**config.mk**
```make
export PLATFORM = sky130hd
export DESIGN_NAME = beat_scheduler_flat
export DESIGN_NICKNAME = d
export VERILOG_FILES = /design/src/rtl/beat_scheduler_if.sv /design/src/rtl/beat_scheduler.sv /design/src/flat_wrapper.sv
export SDC_FILE = /design/constraint.sdc
export NUM_CORES = 1
export LEC_CHECK = 0
export CAP_MARGIN = 20
export CORE_MARGIN = 3
export CORE_UTILIZATION = 45
export CTS_CLUSTER_DIAMETER = 50
export DETAILED_ROUTE_END_ITERATION = 16
export HOLD_SLACK_MARGIN = 0.08
export PLACE_DENSITY_LB_ADDON = 0.12
export SYNTH_ARGS = -nofsm -noshare
export SYNTH_HDL_FRONTEND = slang
export SYNTH_SLANG_ARGS = --single-unit
```
**constraint.sdc**
```tcl
create_clock -name clk -period 3.5 [get_ports clk]
set_input_delay 0.7 -clock clk [delete_from_list [all_inputs] [get_ports clk]]
set_output_delay 0.7 -clock clk [all_outputs]
set_load 0.005 [all_outputs]
```
**src/rtl/beat_scheduler_if.sv**
```systemverilog
// ============================================================================
//  Module   : beat_scheduler_if
//  Purpose  : Signal bundle between the beat scheduler and its surroundings:
//             game controls (start/pause), the chart ROM port, the arrow
//             collision checker link and the stats/status read by the display.
//  Ports    : master modport = scheduler side, slave modport = environment.
//             lives exists only when BEAT_SCHED_LIVES_EN is defined.
//  Revision : 1.0 - initial release
// ============================================================================
`default_nettype none

interface beat_scheduler_if #(
    parameter int CHART_AW = 5
);
    logic                start;
    logic                pause;
    logic [CHART_AW-1:0] chart_addr;
    logic [3:0]          chart_data;
    logic                correctHit;
    logic                incorrectHit;
    logic [3:0]          arrow;
    logic                metronome_clk;
    logic [15:0]         score;
    logic [7:0]          combo;
    logic [7:0]          max_combo;
    logic [7:0]          misses;
    logic                done;
    logic [2:0]          state;
`ifdef BEAT_SCHED_LIVES_EN
    logic [3:0]          lives;

    modport master (
        input  start, pause, chart_data, correctHit, incorrectHit,
        output chart_addr, arrow, metronome_clk, score, combo, max_combo,
               misses, done, state, lives
    );

    modport slave (
        output start, pause, chart_data, correctHit, incorrectHit,
        input  chart_addr, arrow, metronome_clk, score, combo, max_combo,
               misses, done, state, lives
    );
`else
    modport master (
        input  start, pause, chart_data, correctHit, incorrectHit,
        output chart_addr, arrow, metronome_clk, score, combo, max_combo,
               misses, done, state
    );

    modport slave (
        output start, pause, chart_data, correctHit, incorrectHit,
        input  chart_addr, arrow, metronome_clk, score, combo, max_combo,
               misses, done, state
    );
`endif
endinterface

`default_nettype wire

```
**src/rtl/beat_scheduler.sv**
```systemverilog
// ============================================================================
//  Module   : beat_scheduler
//  Purpose  : Plays one pass through a step chart. Each beat fetches an arrow
//             code from a synchronous ROM, presents it with a hit window
//             (metronome_clk) to the collision checker, then grades the
//             checker's verdict at the end of the beat and updates the stats.
//  Ports    : clk, rst (asynchronous, active high)
//             bus (beat_scheduler_if.master): start, pause, chart_addr,
//             chart_data, correctHit, incorrectHit, arrow, metronome_clk,
//             score, combo, max_combo, misses, done, state [, lives]
//  Options  : BEAT_SCHED_LIVES_EN - adds LIVES parameter and lives output;
//             the game ends early when the last life is lost.
//  Revision : 1.0 - initial release
// ============================================================================
`default_nettype none

module beat_scheduler #(
    parameter int BEAT_TICKS   = 50000000,
    parameter int WINDOW_TICKS = 12500000,
    parameter int CHART_LEN    = 32,
    parameter int CHART_AW     = 5
`ifdef BEAT_SCHED_LIVES_EN
    ,
    parameter int LIVES        = 3
`endif
) (
    input  wire logic         clk,
    input  wire logic         rst,
    beat_scheduler_if.master  bus
);

    localparam int                  c_tick_w     = $clog2(BEAT_TICKS);
    localparam logic [c_tick_w-1:0] c_tick_last  = c_tick_w'(BEAT_TICKS - 1);
    localparam logic [c_tick_w-1:0] c_window     = c_tick_w'(WINDOW_TICKS);
    localparam logic [CHART_AW-1:0] c_index_last = CHART_AW'(CHART_LEN - 1);
    localparam logic [3:0]          c_arrow_none = 4'd0;

    typedef enum logic [2:0] {
        S_IDLE  = 3'd0,
        S_FETCH = 3'd1,
        S_LATCH = 3'd2,
        S_BEAT  = 3'd3,
        S_DONE  = 3'd4
    } state_t;

    state_t              r_state,     w_state;
    logic [CHART_AW-1:0] r_index,     w_index;
    logic [c_tick_w-1:0] r_tick,      w_tick;
    logic [3:0]          r_arrow,     w_arrow;
    logic                r_metro,     w_metro;
    logic [15:0]         r_score,     w_score;
    logic [7:0]          r_combo,     w_combo;
    logic [7:0]          r_max_combo, w_max_combo;
    logic [7:0]          r_misses,    w_misses;
    logic                r_done,      w_done;
`ifdef BEAT_SCHED_LIVES_EN
    logic [3:0]          r_lives,     w_lives;
`endif

    // Grading of the beat currently on the checker's inputs.
    logic                w_hit;
    logic                w_miss;
    logic                w_game_over;
    logic [c_tick_w-1:0] w_tick_inc;
    logic [15:0]         w_points;
    logic [16:0]         w_score_sum;
    logic [7:0]          w_combo_inc;

    assign w_hit      = (r_arrow != c_arrow_none) && bus.correctHit && !bus.incorrectHit;
    // A blank beat only counts against the player for a wrong press.
    assign w_miss     = (r_arrow != c_arrow_none) ? !w_hit : bus.incorrectHit;
    assign w_tick_inc = r_tick + 1'b1;
    assign w_points   = (r_combo >= 8'd8) ? 16'd15 : 16'd10;
    assign w_score_sum = {1'b0, r_score} + {1'b0, w_points};
    assign w_combo_inc = (r_combo == 8'hFF) ? r_combo : r_combo + 8'd1;

`ifdef BEAT_SCHED_LIVES_EN
    assign w_game_over = (r_index == c_index_last) || (w_miss && (r_lives <= 4'd1));
`else
    assign w_game_over = (r_index == c_index_last);
`endif

    always_comb begin
        w_state     = r_state;
        w_index     = r_index;
        w_tick      = r_tick;
        w_arrow     = r_arrow;
        w_metro     = r_metro;
        w_score     = r_score;
        w_combo     = r_combo;
        w_max_combo = r_max_combo;
        w_misses    = r_misses;
        w_done      = r_done;
`ifdef BEAT_SCHED_LIVES_EN
        w_lives     = r_lives;
`endif
        case (r_state)
            S_IDLE, S_DONE: begin
                if (bus.start) begin
                    w_score     = '0;
                    w_combo     = '0;
                    w_max_combo = '0;
                    w_misses    = '0;
                    w_index     = '0;
                    w_done      = 1'b0;
`ifdef BEAT_SCHED_LIVES_EN
                    w_lives     = 4'(LIVES);
`endif
                    w_state     = S_FETCH;
                end
            end
            S_FETCH: begin
                w_state = S_LATCH;
            end
            S_LATCH: begin
                w_arrow = bus.chart_data;
                w_tick  = '0;
                // Tick 0 is always inside the window since WINDOW_TICKS >= 1.
                w_metro = 1'b1;
                w_state = S_BEAT;
            end
            S_BEAT: begin
                if (!bus.pause) begin
                    if (r_tick == c_tick_last) begin
                        w_metro = 1'b0;
                        if (w_hit) begin
                            w_score     = w_score_sum[16] ? 16'hFFFF : w_score_sum[15:0];
                            w_combo     = w_combo_inc;
                            w_max_combo = (w_combo_inc > r_max_combo) ? w_combo_inc : r_max_combo;
                        end
                        if (w_miss) begin
                            w_combo  = '0;
                            w_misses = (r_misses == 8'hFF) ? r_misses : r_misses + 8'd1;
`ifdef BEAT_SCHED_LIVES_EN
                            w_lives  = (r_lives == 4'd0) ? r_lives : r_lives - 4'd1;
`endif
                        end
                        if (w_game_over) begin
                            w_arrow = c_arrow_none;
                            w_done  = 1'b1;
                            w_state = S_DONE;
                        end else begin
                            w_index = r_index + 1'b1;
                            w_state = S_FETCH;
                        end
                    end else begin
                        w_tick  = w_tick_inc;
                        // Registered look-ahead keeps metronome_clk glitch-free.
                        w_metro = (w_tick_inc < c_window);
                    end
                end
            end
            default: begin
                w_state = S_IDLE;
            end
        endcase
    end

    always_ff @(posedge clk or posedge rst) begin
        if (rst) begin
            r_state     <= S_IDLE;
            r_index     <= '0;
            r_tick      <= '0;
            r_arrow     <= '0;
            r_metro     <= 1'b0;
            r_score     <= '0;
            r_combo     <= '0;
            r_max_combo <= '0;
            r_misses    <= '0;
            r_done      <= 1'b0;
`ifdef BEAT_SCHED_LIVES_EN
            r_lives     <= 4'(LIVES);
`endif
        end else begin
            r_state     <= w_state;
            r_index     <= w_index;
            r_tick      <= w_tick;
            r_arrow     <= w_arrow;
            r_metro     <= w_metro;
            r_score     <= w_score;
            r_combo     <= w_combo;
            r_max_combo <= w_max_combo;
            r_misses    <= w_misses;
            r_done      <= w_done;
`ifdef BEAT_SCHED_LIVES_EN
            r_lives     <= w_lives;
`endif
        end
    end

    assign bus.chart_addr    = r_index;
    assign bus.arrow         = r_arrow;
    assign bus.metronome_clk = r_metro;
    assign bus.score         = r_score;
    assign bus.combo         = r_combo;
    assign bus.max_combo     = r_max_combo;
    assign bus.misses        = r_misses;
    assign bus.done          = r_done;
    assign bus.state         = r_state;
`ifdef BEAT_SCHED_LIVES_EN
    assign bus.lives         = r_lives;
`endif

endmodule

`default_nettype wire

```
**src/flat_wrapper.sv**
```systemverilog
// flat-port wrapper written by rule: the top's interface ports become plain ports
module beat_scheduler_flat 
#(
    parameter int BEAT_TICKS   = 50000000,
    parameter int WINDOW_TICKS = 12500000,
    parameter int CHART_LEN    = 32,
    parameter int CHART_AW     = 5

)
  (clk, rst, bus_start, bus_pause, bus_chart_data, bus_correctHit, bus_incorrectHit, bus_chart_addr, bus_arrow, bus_metronome_clk, bus_score, bus_combo, bus_max_combo, bus_misses, bus_done, bus_state);
  beat_scheduler_if #(.CHART_AW(CHART_AW)) bus_i ();
  input  wire logic clk;
  input  wire logic rst;
  input wire logic [$bits(bus_i.start)-1:0] bus_start;
  input wire logic [$bits(bus_i.pause)-1:0] bus_pause;
  input wire logic [$bits(bus_i.chart_data)-1:0] bus_chart_data;
  input wire logic [$bits(bus_i.correctHit)-1:0] bus_correctHit;
  input wire logic [$bits(bus_i.incorrectHit)-1:0] bus_incorrectHit;
  output wire logic [$bits(bus_i.chart_addr)-1:0] bus_chart_addr;
  output wire logic [$bits(bus_i.arrow)-1:0] bus_arrow;
  output wire logic [$bits(bus_i.metronome_clk)-1:0] bus_metronome_clk;
  output wire logic [$bits(bus_i.score)-1:0] bus_score;
  output wire logic [$bits(bus_i.combo)-1:0] bus_combo;
  output wire logic [$bits(bus_i.max_combo)-1:0] bus_max_combo;
  output wire logic [$bits(bus_i.misses)-1:0] bus_misses;
  output wire logic [$bits(bus_i.done)-1:0] bus_done;
  output wire logic [$bits(bus_i.state)-1:0] bus_state;
  assign bus_i.start = bus_start;
  assign bus_i.pause = bus_pause;
  assign bus_i.chart_data = bus_chart_data;
  assign bus_i.correctHit = bus_correctHit;
  assign bus_i.incorrectHit = bus_incorrectHit;
  assign bus_chart_addr = bus_i.chart_addr;
  assign bus_arrow = bus_i.arrow;
  assign bus_metronome_clk = bus_i.metronome_clk;
  assign bus_score = bus_i.score;
  assign bus_combo = bus_i.combo;
  assign bus_max_combo = bus_i.max_combo;
  assign bus_misses = bus_i.misses;
  assign bus_done = bus_i.done;
  assign bus_state = bus_i.state;
  beat_scheduler #(.BEAT_TICKS(BEAT_TICKS), .WINDOW_TICKS(WINDOW_TICKS), .CHART_LEN(CHART_LEN), .CHART_AW(CHART_AW)) u_core (.clk(clk), .rst(rst), .bus(bus_i));
endmodule
```
==> out/metrics.cfg <==
[route]
via_per_inst = 5.76
drc = 0
dr.pass1.iters = 5
vias = 4207
drt_iter0_drc = 219
wire_per_inst_um = 15.8
wl_mm = 11.5
drtAntennaViolNets = 0

[synth]
syn_inst = 532
synth_seq_cells = 80
synth.area.top_cells = dfrtp_1 42%, o21ai_0 4.6%, ha_1 4.4%
synth_most_common_cell = dfrtp_1
synth_flop_cell = dfrtp_1
synthArstFlopShare = 1.00
synth.area.mux_share = 0.00837
syn_area_um2 = 4780
synth_fa_ha_area_frac = 0.0445
synth.top_cell.area_share = 0.418
synth_edf_count = 0
synth_xor_area_frac = 0.0403
avgSynthCellArea_um2 = 8.99
ys_types = 60
synth_compound_area_frac = 0.197
syn_nets = 559
synthTopCellsByCount = 80 x dfrtp_1, 55 x nand2_1, 44 x o21ai_0, 43 x nor2_1, 28 x a21oi_1
synth_top_area_cell = dfrtp_1
synth_top_family_by_area = simple AND/OR/NAND/NOR gates
synth_simple_gate_area_frac = 0.246
synth_warnings = 0
ys_seq_area_frac = 0.418

[placement]
io_buffer_count = 63
place.gp.congestion = 0.876
dp_hpwl_mm = 8.27

[sta]
relSlewSlack = 0.261
tns_ns = 0
rsz0062_at_grt = false
max_clock_freq_mhz = 315
setup_violations = 0
clock_skew_ns = 0.0160
finalHoldViolations = 0
worstMarginPinSlew_ns = 1.11
hold_ws_ns = 0.506
slew_viol_final = 0
finalCritPeriodShare = 0.908
fin_crit_ns = 3.18

[global_route]
grt_pass1_wl_mm = 19.0
track_usage = 0.200
use_met1 = 0.281
grt_pass1_vias = 3856
grt.met2_usage = 0.315
grt_max_degree = 43
top_usage_layer = met2
antenna_found_initial = 0
gr-usage-met3 = 0.0337
grt_overflow_total = 0

[die]
die_h_um = 109
die-width_um = 109
core-area_um2 = 10300
initial_core_util = 0.463
die-area_um2 = 11900
ios = 64
core.rowCount = 37

[pwr]
vdd_drop_max_mv = 0.199
p_leak_uw = 0.00239
p_per_area_nw_per_um2 = 333

[clocking]
cts_tree = yes
postCtsResizedCells = 0
clk_pin_slew_worst_paths_ns = 0.09
post_cts_buffers = 0
clk_latency_ns = 0.35
cts.htree.levels = 3
clock_tree.buffer_depth = 2
hold_buffers = 0
cts_root_buf = clkbuf_8
cts_num_sinks = 80
cts_buffers = 9

[final_layout]
postLayoutCoreUtil = 0.558
final.fill_count = 970
drive_above_1_share = 0.0673
nNetsFinal = 616
syn_to_final_growth_pct = 20.3
n_antenna_cell = 0

[setup_path]
worst_ep_arrival_time_ns = 3.46
required_ns = 3.79
end_kind = flip-flop
cp_max_fo = 8
worstSetupStartpointType = flip-flop
critical_path_class = flip-flop to flip-flop

[hold_path]
min-delay-path-class = flip-flop to flip-flop

[job]
maxCapViolations = 0

[outcome]
status = finished, final reports clean

==> metal layers <==
layer	share of wire	up-vias
met5	0	-
met1	0.47	2029
li1	-	2063
met4	0.015	0
met2	0.46	102
met3	0.055	13
==> metrics by stage <==
stage | power (uW) | setup slack, ns | instances | area, um^2
after floorplan | 1110 | 0.704 | 532 | 4780
after global placement | 1160 | 0.508 | 714 | 5530
after detailed placement | 1170 | 0.352 | 714 | 5530
after CTS | 1950 | 0.313 | 730 | 5760
after global routing | 2020 | 0.0493 | 730 | 5760
final | 1920 | 0.321 | 730 | 5760
==> final timing paths <==
path                            slack, ns                start  cells after the start                       end
worst max-delay path                 0.32  u_core.bus.combo[3]                     13   u_core.bus.max_combo[3]
max in group asynchronous            2.04                  rst                      3  u_core.bus.metronome_clk
worst min-delay path                 0.51      u_core.bus.done                      2           u_core.bus.done
min in group asynchronous            0.77                  rst                      2       u_core.bus.combo[4]
worst min register to register       0.51      u_core.bus.done                      2           u_core.bus.done
worst max register to register       0.32  u_core.bus.combo[3]                     13   u_core.bus.max_combo[3]
==> layout make-up <==
| type | instances | area [um^2] | share of cell area |
|---|---|---|---|
| Clock inverter | 6 | 90.1 | 0.0157 |
| Tap cell | 136 | 170 | 0.0296 |
| Multi-Input combinational cell | 404 | 2560 | 0.446 |
| Inverter | 23 | 87.6 | 0.0152 |
| Sequential cell | 80 | 2000 | 0.348 |
| Timing Repair Buffer | 71 | 703 | 0.122 |
| Clock buffer | 10 | 138 | 0.0239 |
==> report_power, final <==
part           internal [uW]  switching [uW]  leakage (uW)
Sequential               954            47.6       0.00108
Clock                    424             346      0.000113
Combinational           64.3            81.6       0.00120
==> worst max-delay path, stage by stage (launching register included) <==
cell and delay, ns:
dfrtp_1 0.46, nand3_1 0.16, nor2_1 0.24, nand4_1 0.30, nand3_1 0.17, nor2_1 0.06
xnor2_1 0.29, ha_1 0.31, a21o_1 0.16, a21o_1 0.17, a21oi_1 0.14, a21oi_1 0.10
o22ai_2 0.33, a22o_1 0.21
==> registers in the layout, indices dropped and copies added (netlist names) <==
register                  flops
u_core.bus.chart_addr         5
u_core.bus.state              3
u_core.bus.max_combo          8
u_core.bus.done               1
u_core.bus.arrow              4
u_core.bus.score             16
u_core.bus.combo              8
u_core.r_tick                26
u_core.bus.metronome_clk      1
u_core.bus.misses             8
==> logic make-up (layout without fill, tap and decap cells) <==
| kind of cell | Yosys count | in the layout |
|---|---|---|
| buffers and inverters | 48 | 110 |
| XOR/XNOR | 22 | 22 |
| AO/OA/AOI/OAI | 144 | 144 |
| adder cells (fa/ha/maj) | 17 | 17 |
| flip-flops | 80 | 80 |
| multiplexers | 4 | 4 |
| AND/OR/NAND/NOR | 217 | 217 |
==> placed cells by master (no fill, tap or decap), drive strengths merged, types with 10 or more instances in the layout <==
master	synthesis	layout
a21oi	29	29
a22o	21	21
and3	13	13
clkbuf	13	10
clkdlybuf4s50	0	63
dfrtp	80	80
ha	17	17
inv	23	23
nand2	56	56
nand3	25	25
nand4	22	22
nor2	43	43
nor3	17	17
o21ai	46	46
o31ai	10	10
xnor2	18	18
Power figures use the tool's default switching activity.
